<file path="src/rtl/neuron_pu.sv">
// Sign-magnitude dot-product neuron: LANES multipliers per beat, saturating
// accumulator, bias add, arithmetic shift and optional ReLU.
module neuron_pu #(
  parameter int DW    = 8,
  parameter int LANES = 8,
  parameter int ACC_W = 24,
  parameter int SHIFT = 9
) (
  input  logic                clk,
  input  logic                rst,
  input  logic [LANES*DW-1:0] x,
  input  logic [LANES*DW-1:0] w,
  input  logic [DW-1:0]       bias,
  input  logic                act_en,
  input  logic                in_valid,
  input  logic                in_last,
  output logic                in_ready,
  output logic [DW-1:0]       out,
  output logic                ovf,
  output logic                out_valid,
  input  logic                out_ready
);

  localparam int MAG_W  = DW - 1;
  localparam int PROD_W = 2 * MAG_W + 1;
  localparam int SUM_W  = PROD_W + $clog2(LANES) + 1;
  localparam int WIDE_W = ((ACC_W > SUM_W) ? ACC_W : SUM_W) + 2 * DW + 2;

  localparam logic signed [WIDE_W-1:0] ACC_MAX    = WIDE_W'((longint'(1) << (ACC_W - 1)) - 1);
  localparam logic signed [WIDE_W-1:0] ACC_MIN    = ~ACC_MAX;
  localparam logic signed [WIDE_W-1:0] BIAS_SCALE = WIDE_W'((1 << (DW - 1)) - 1);
  localparam logic signed [ACC_W:0]    OUT_MAX    = (ACC_W + 1)'((1 << (DW - 1)) - 1);

  typedef enum logic [2:0] {IDLE, ACCUM, DRAIN1, DRAIN2, OUT} state_t;

  state_t state, state_nxt;

  // Negative zero maps naturally to 0 because -0 == 0.
  function automatic logic signed [DW-1:0] sm2tc(input logic [DW-1:0] v);
    logic signed [DW-1:0] m;
    m = $signed({1'b0, v[DW-2:0]});
    return v[DW-1] ? -m : m;
  endfunction

  function automatic logic signed [PROD_W-1:0] lane_prod(input logic [DW-1:0] a,
                                                         input logic [DW-1:0] b);
    logic [2*MAG_W-1:0]        m;
    logic signed [PROD_W-1:0]  p;
    m = (2*MAG_W)'(a[DW-2:0]) * (2*MAG_W)'(b[DW-2:0]);
    p = $signed({1'b0, m});
    return (a[DW-1] ^ b[DW-1]) ? -p : p;
  endfunction

  function automatic logic sat_hit(input logic signed [WIDE_W-1:0] v);
    return (v > ACC_MAX) || (v < ACC_MIN);
  endfunction

  function automatic logic signed [ACC_W-1:0] sat_acc(input logic signed [WIDE_W-1:0] v);
    logic signed [WIDE_W-1:0] c;
    c = v;
    if (v > ACC_MAX) c = ACC_MAX;
    else if (v < ACC_MIN) c = ACC_MIN;
    return c[ACC_W-1:0];
  endfunction

  function automatic logic [DW-1:0] act_out(input logic signed [ACC_W-1:0] r,
                                            input logic relu);
    logic signed [ACC_W:0] mag;
    logic                  neg;
    neg = r[ACC_W-1];
    mag = (ACC_W + 1)'(r);
    if (neg) mag = -mag;
    if (mag > OUT_MAX) mag = OUT_MAX;
    if (neg && relu) return '0;
    return {neg, mag[DW-2:0]};
  endfunction

  logic                     accept;
  logic                     vld_p0, first_p0, act_en_p0;
  logic signed [PROD_W-1:0] prod_p0 [LANES];
  logic [DW-1:0]            bias_p0;
  logic signed [SUM_W-1:0]  sum_p0;
  logic signed [WIDE_W-1:0] acc_base, acc_wide, res_wide;
  logic signed [ACC_W-1:0]  acc_p1, res_sh;
  logic                     ovf_p1;
  logic [DW-1:0]            out_p2;
  logic                     ovf_p2, vld_p2;

  assign in_ready  = rst && ((state == IDLE) || (state == ACCUM));
  assign accept    = in_valid && in_ready;
  assign out       = out_p2;
  assign ovf       = ovf_p2;
  assign out_valid = vld_p2;

  always_ff @(posedge clk) begin
    if (!rst) state <= IDLE;
    else      state <= state_nxt;
  end

  always_comb begin
    state_nxt = state;
    case (state)
      IDLE, ACCUM: if (accept) state_nxt = in_last ? DRAIN1 : ACCUM;
      DRAIN1:      state_nxt = DRAIN2;
      DRAIN2:      state_nxt = OUT;
      OUT:         if (out_ready) state_nxt = IDLE;
      default:     state_nxt = IDLE;
    endcase
  end

  // Stage p0: per-lane signed products captured on the accepting edge
  always_ff @(posedge clk) begin
    if (!rst) begin
      vld_p0   <= 1'b0;
      first_p0 <= 1'b0;
      for (int i = 0; i < LANES; i++) prod_p0[i] <= '0;
    end else begin
      vld_p0 <= accept;
      if (accept) begin
        first_p0 <= (state == IDLE);
        for (int i = 0; i < LANES; i++) prod_p0[i] <= lane_prod(x[DW*i +: DW], w[DW*i +: DW]);
      end
    end
  end

  always_ff @(posedge clk) begin
    if (accept && in_last) begin
      bias_p0   <= bias;
      act_en_p0 <= act_en;
    end
  end

  always_comb begin
    sum_p0 = '0;
    for (int i = 0; i < LANES; i++) sum_p0 = sum_p0 + SUM_W'(prod_p0[i]);
    acc_base = WIDE_W'(acc_p1);
    if (first_p0) acc_base = '0;
    acc_wide = acc_base + WIDE_W'(sum_p0);
  end

  // Stage p1: saturating accumulator with sticky overflow
  always_ff @(posedge clk) begin
    if (!rst) begin
      acc_p1 <= '0;
      ovf_p1 <= 1'b0;
    end else if (vld_p0) begin
      acc_p1 <= sat_acc(acc_wide);
      ovf_p1 <= (ovf_p1 && !first_p0) || sat_hit(acc_wide);
    end
  end

  always_comb begin
    res_wide = WIDE_W'(acc_p1) + WIDE_W'(sm2tc(bias_p0)) * BIAS_SCALE;
    res_sh   = sat_acc(res_wide) >>> SHIFT;
  end

  // Stage p2: biased, shifted, activated result held until taken
  always_ff @(posedge clk) begin
    if (!rst) begin
      out_p2 <= '0;
      ovf_p2 <= 1'b0;
      vld_p2 <= 1'b0;
    end else if (state == DRAIN2) begin
      out_p2 <= act_out(res_sh, act_en_p0);
      ovf_p2 <= ovf_p1;
      vld_p2 <= 1'b1;
    end else if ((state == OUT) && out_ready) begin
      vld_p2 <= 1'b0;
    end
  end

endmodule
</file>
<file path="config.mk">
export PLATFORM = sky130hd
export DESIGN_NAME = neuron_pu
export DESIGN_NICKNAME = d
export VERILOG_FILES = /design/src/rtl/neuron_pu.sv
export SDC_FILE = /design/constraint.sdc
export NUM_CORES = 2
export LEC_CHECK = 0
export CAP_MARGIN = 20
export CORE_ASPECT_RATIO = 0.5
export CORE_MARGIN = 2
export CORE_UTILIZATION = 35
export DETAILED_ROUTE_END_ITERATION = 10
export PLACE_DENSITY_LB_ADDON = 0.25
export SYNTH_ARGS = -nofsm -noshare
export SYNTH_HDL_FRONTEND = slang
export SYNTH_SLANG_ARGS = --single-unit
</file>
<file path="constraint.sdc">
create_clock -name clk -period 11.7 [get_ports clk]
set_clock_uncertainty 0.2 [all_clocks]
set_input_delay 2.34 -clock clk [delete_from_list [all_inputs] [get_ports clk]]
set_output_delay 2.34 -clock clk [all_outputs]
set_load 0.1 [all_outputs]
</file>
==> Yosys cells after proc, flatten, opt, wreduce, memory -nomap -nowiden <==
Memories as Yosys holds them, arrays and structs flattened.
Index checks and enable logic that the tools add are counted.
{ "totals": {"regBits": 49, "latch_bits": 0, "mem_bits_rw": 120, "mem_bits_ro": 0, "in_bits": 142, "output_inout_bits": 11, "wordCells": 121, "n_memories": 1} }
{ "memory_table": {"columns": ["name", "words", "width", "rd", "rd_clocked_by_memory_dff", "write_ports", "line_no", "source"], "rows": [
  ["prod_p0", 8, 15, 8, 0, 8, "80", "logic signed [PROD_W-1:0] prod_p0 [LANES];"]
]} }
{ "classes": {"addsub": 19, "mul": 9, "div_mod_pow": 0, "magnitude_cmp": 5, "n_eq_ne": 6, "shift": 0, "n_mux": 41, "bitwise": 16, "n_reduce_logical": 14} }
{ "ops": {"columns": ["op", "count"], "rows": [
  ["$mux 15", 16],
  ["$neg 14->15", 8],
  ["$mul 7x7->14", 8],
  ["$mux 24", 4],
  ["$mux 25", 3],
  ["$add 19x15->19", 3],
  ["$add 42x19->42", 1],
  ["$gt 42x24->1 const B", 1],
  ["$lt 42x24->1 const B", 1],
  ["$mux 42", 1],
  ["$add 24x16->25", 1],
  ["$gt 25x24->1 const B", 1],
  ["$gt 25x8->1 const B", 1],
  ["$lt 25x24->1 const B", 1],
  ["$neg 15->25", 1],
  ["$mux 8", 3],
  ["$add 18x15->19", 1],
  ["$add 17x15->18", 1],
  ["$add 16x15->17", 1],
  ["$add 15x15->16", 1],
  ["$mul 8x8->16 const B", 1],
  ["$pmux 3 s4", 1],
  ["$mux 1", 9],
  ["$neg 7->8", 1],
  ["other kinds (16)", 40]
]} }

==> Depth between registers and ports, before layout <==
{ "depth": {"depth_word": 14, "ltp_mapped": 32, "ltp_nobuf": 30} }

==> Least setup slack after synthesis <==
OpenSTA, ideal clock, no wires.
{ "synth_path": {"path_type": "input port to flip-flop", "from": "input port rst", "to": "memory prod_p0[0][0] (netlist bit), enable pin", "setup_ps": 483, "arrival_time_ps": 8152, "slack_ps": 2864, "path_stages": 6, "path_cell_list": "clkinv_1 -> nor3_1 -> nand2_1 -> clkbuf_1 -> buf_1 -> nand2_1"} }
{ "synth_lines": {"columns": ["item", "line_no", "source"], "rows": [
  ["start: declaration", "10", "input logic rst,"],
  ["end: declaration", "80", null]
]} }

==> Worst setup path in the final report <==
{ "layout_path": {"from": "register bias_p0[0]", "to": "register out_p2[1] (netlist: out[1])"} }
{ "layout_via": {"elab_chain_len": 14, "elab_cells_between_ends": 19, "classes_between": "add/sub (3); mul (1); order compare (3); mux (11); reduce/logical (1)"} }
{ "layout_lines": {"columns": ["item", "line_no", "source"], "rows": [
  ["start: declaration", "81", "logic [DW-1:0] bias_p0;"],
  ["start signal: assignment", "128", "bias_p0 <= bias;"],
  ["$neg 7->8", "42", "return v[DW-1] ? -m : m;"],
  ["$mux 8 *", "42", null],
  ["$mul 8x8->16 *", "153", "res_wide = WIDE_W'(acc_p1) + WIDE_W'(sm2tc(bias_p0)) * BIAS_SCALE;"],
  ["$add 24x16->25 *", "153", null],
  ["$lt 25x24->1", "62", "else if (v < ACC_MIN) c = ACC_MIN;"],
  ["$mux 24", "62", null],
  ["$mux 24 *", "61", "if (v > ACC_MAX) c = ACC_MAX;"],
  ["$neg 15->25", "72", "if (neg) mag = -mag;"],
  ["$mux 25", "72", null],
  ["$mux 25", "163", "end else if (state == DRAIN2) begin"],
  ["$mux 25", "159", "if (!rst) begin"],
  ["$gt 25x8->1", "73", "if (mag > OUT_MAX) mag = OUT_MAX;"],
  ["$mux 7", "73", null],
  ["$mux 8 *", "75", "return {neg, mag[DW-2:0]};"],
  ["end signal: assignment", "164", "out_p2 <= act_out(res_sh, act_en_p0);"],
  ["end: declaration", "86", "logic [DW-1:0] out_p2;"]
]} }
Every way passes the cells marked *; elsewhere a longest branch is shown, timed or not. The select of a mux whose other input is x is not followed.
A chain may end at the register's enable or synchronous reset.

==> qor.csv <==
metric,value,unit
max_freq,0.113,GHz
path_clk_slew,80,ps
initial_core_util,0.355,
layout_commonest_cell,inv_1,
critPathKind,register to register,
rsz0062_at_grt,no,
post-route-period-util,0.756,
fp.dieArea,0.0855,mm²
setup_tns,0,ps
cts_buffers,17,
gp_congestion,0.838,
viasPerCell,4.96,
hold_buffers,0,
tightest_slew,1080,ps
yosys_register_bits,169,
worstPathArrival,8970,ps
fp-row-count,74,
die_x,412,µm
cts.repair.resized,0,
yosysUniqueCellTypes,83,
dp_hpwl,57000,µm
fillers,8205,
cp-end-kind,register,
nets,4189,
placed_cells,4382,
drc,6,
ant_nets,0,
post-cts-setup-buffers,0,
grt_max_degree,87,
synth-main-ff-cell,edfxtp_1,
slew_headroom,0.277,
cp_max_fo,13,
grt_first_pass_wirelength,113000,µm
dr.first_iter.drc_count,1284,
synthSimpleGateAreaFrac,0.172,
final_cell_mix,"inv_1 (438), fa_1 (380), ha_1 (368), nand2_1 (366), nor2_1 (212)",
cts_root_buf,clkbuf_16,
hp-class,register to register,
setup_viol,0,
fin_cells,4415,
status,"complete, but fails checks",
cts.path.max_buffers,2,
clock_sinks,169,
synth-xor-area-share,0.0663,
hold_viol,0,
antenna_found_initial,2,
startpoint_type,register,
muxShareOfSynthArea,0.00288,
drive_above_1_share,0.0290,
port-buffer-count,152,
ys_seq_area_frac,0.161,
worstPathRequired,11830,ps
vias,21900,
cpMaxStageDelayCell,edfxtp_1,
htree_levels,4,
grt_pass1_vias,22300,
post_drt_wl_per_cell,15.2,µm
drv_slew,0,
period_minus_slack,8850,ps
fin_util,0.396,
ys_warn_count,0,
overflow,0,
synth_edf_count,129,
synthAdderAreaFrac,0.421,
dieHeight,208,µm
synthCells,3166,
syn-num-nets,4056,
max_stage_delay,520,ps
grt.total_usage,0.161,
coreArea,0.0819,mm²
syn_area,0.0291,mm²
async_flop_share,0,
cts_tree,yes,
drt_pass1_iterations,8,
path_delay_family,adder cells,
synth-compound-area-share,0.114,
wl,67300,µm
violations,DRC,
synth_top_family_by_area,adder cells,
clk_latency,460,ps
area_growth,11.7,%
maxCapViolCount,0,
avgSynthCellArea,9.18,µm²
ios,153,
critPathBufInv,4,
metal layers:
layer,wire [µm],vias to the layer above,GRT usage
li1,-,10800,-
met1,32700,10700,0.233
met2,31000,328,0.262
met3,2920,41,0.0216
met4,642,2,0.0225
met5,13,-,0
worst register-to-register path: cells and delay by family, from the launching register on:
family	cells	cell delay (ps)
AO/OA/AOI/OAI	8	2190
XOR/XNOR	1	450
adder cells (fa/ha/maj)	7	2800
buffers and inverters	4	320
flip-flops	1	520
AND/OR/NAND/NOR	8	2250
cell usage after synthesis, drive strengths merged, types with 30 or more instances:
cell    count  area, µm²
a21oi     146        757
o21ai     121        606
and2      171       1070
edfxtp    129       3870
ha        368       4600
or3        40        250
nand2     368       1380
or2        35        219
xor2      106        928
inv       438       1640
xnor2     114        998
nor2b      34        213
clkbuf     37        140
nor3       45        225
dfxtp      40        801
a211oi     30        253
a21o       33        248
nor2      212        796
fa        380       7610
cell families (layout without fill, tap and decap cells):
logic type / count (synthesis) / after routing
compound gates: 501 / 501
xor+xnor: 220 / 220
fa+ha+maj: 749 / 749
buf+inv: 486 / 632
flops: 169 / 169
mux: 8 / 8
other cells: 0 / 1
simple gates: 1033 / 1033
flip-flops by register name, summed over array words and instances, names as in the netlist:
register / flops
prod_p0: 120
acc_p1: 24
bias_p0: 8
out: 8
state: 3
act_en_p0: 1
first_p0: 1
out_valid: 1
ovf: 1
ovf_p1: 1
vld_p0: 1
metrics by stage:
stage	cell area (µm²)	setup WS [ps]	hold slack [ps]
CTS	32500	2890	299
global route	32500	2140	326
detailed placement	31900	2940	279
global placement	31900	3120	273
finish	32500	2850	291
floorplan	29100	2860	260
worst paths after layout:
| kind | start | endpoint | slack, ps | cells after the start |
|---|---|---|---|---|
| max | bias_p0[0]$_DFFE_PP_ | out[1]$_SDFFE_PN0P_ | 2850 | 28 |
| max reg2reg | bias_p0[0]$_DFFE_PP_ | out[1]$_SDFFE_PN0P_ | 2850 | 28 |
| min reg2reg | out[7]$_SDFFE_PN0P_ | out[7]$_SDFFE_PN0P_ | 290 | 2 |
| min | out[7]$_SDFFE_PN0P_ | out[7]$_SDFFE_PN0P_ | 290 | 2 |
final cells by class:
type,instances,area (µm²),share of cell area
timing repair buffer,161,1590,0.0490
antenna,1,2.50,0.0000771
clock buffer,17,425,0.0131
sequential,169,4670,0.144
clock inverter,15,181,0.00559
inverter,439,1650,0.0508
multi-input combinational,2511,22600,0.695
tap,1102,1380,0.0425
Power is not shown: default switching activity piles up to over one toggle a cycle in this logic, so the estimate is an artifact.
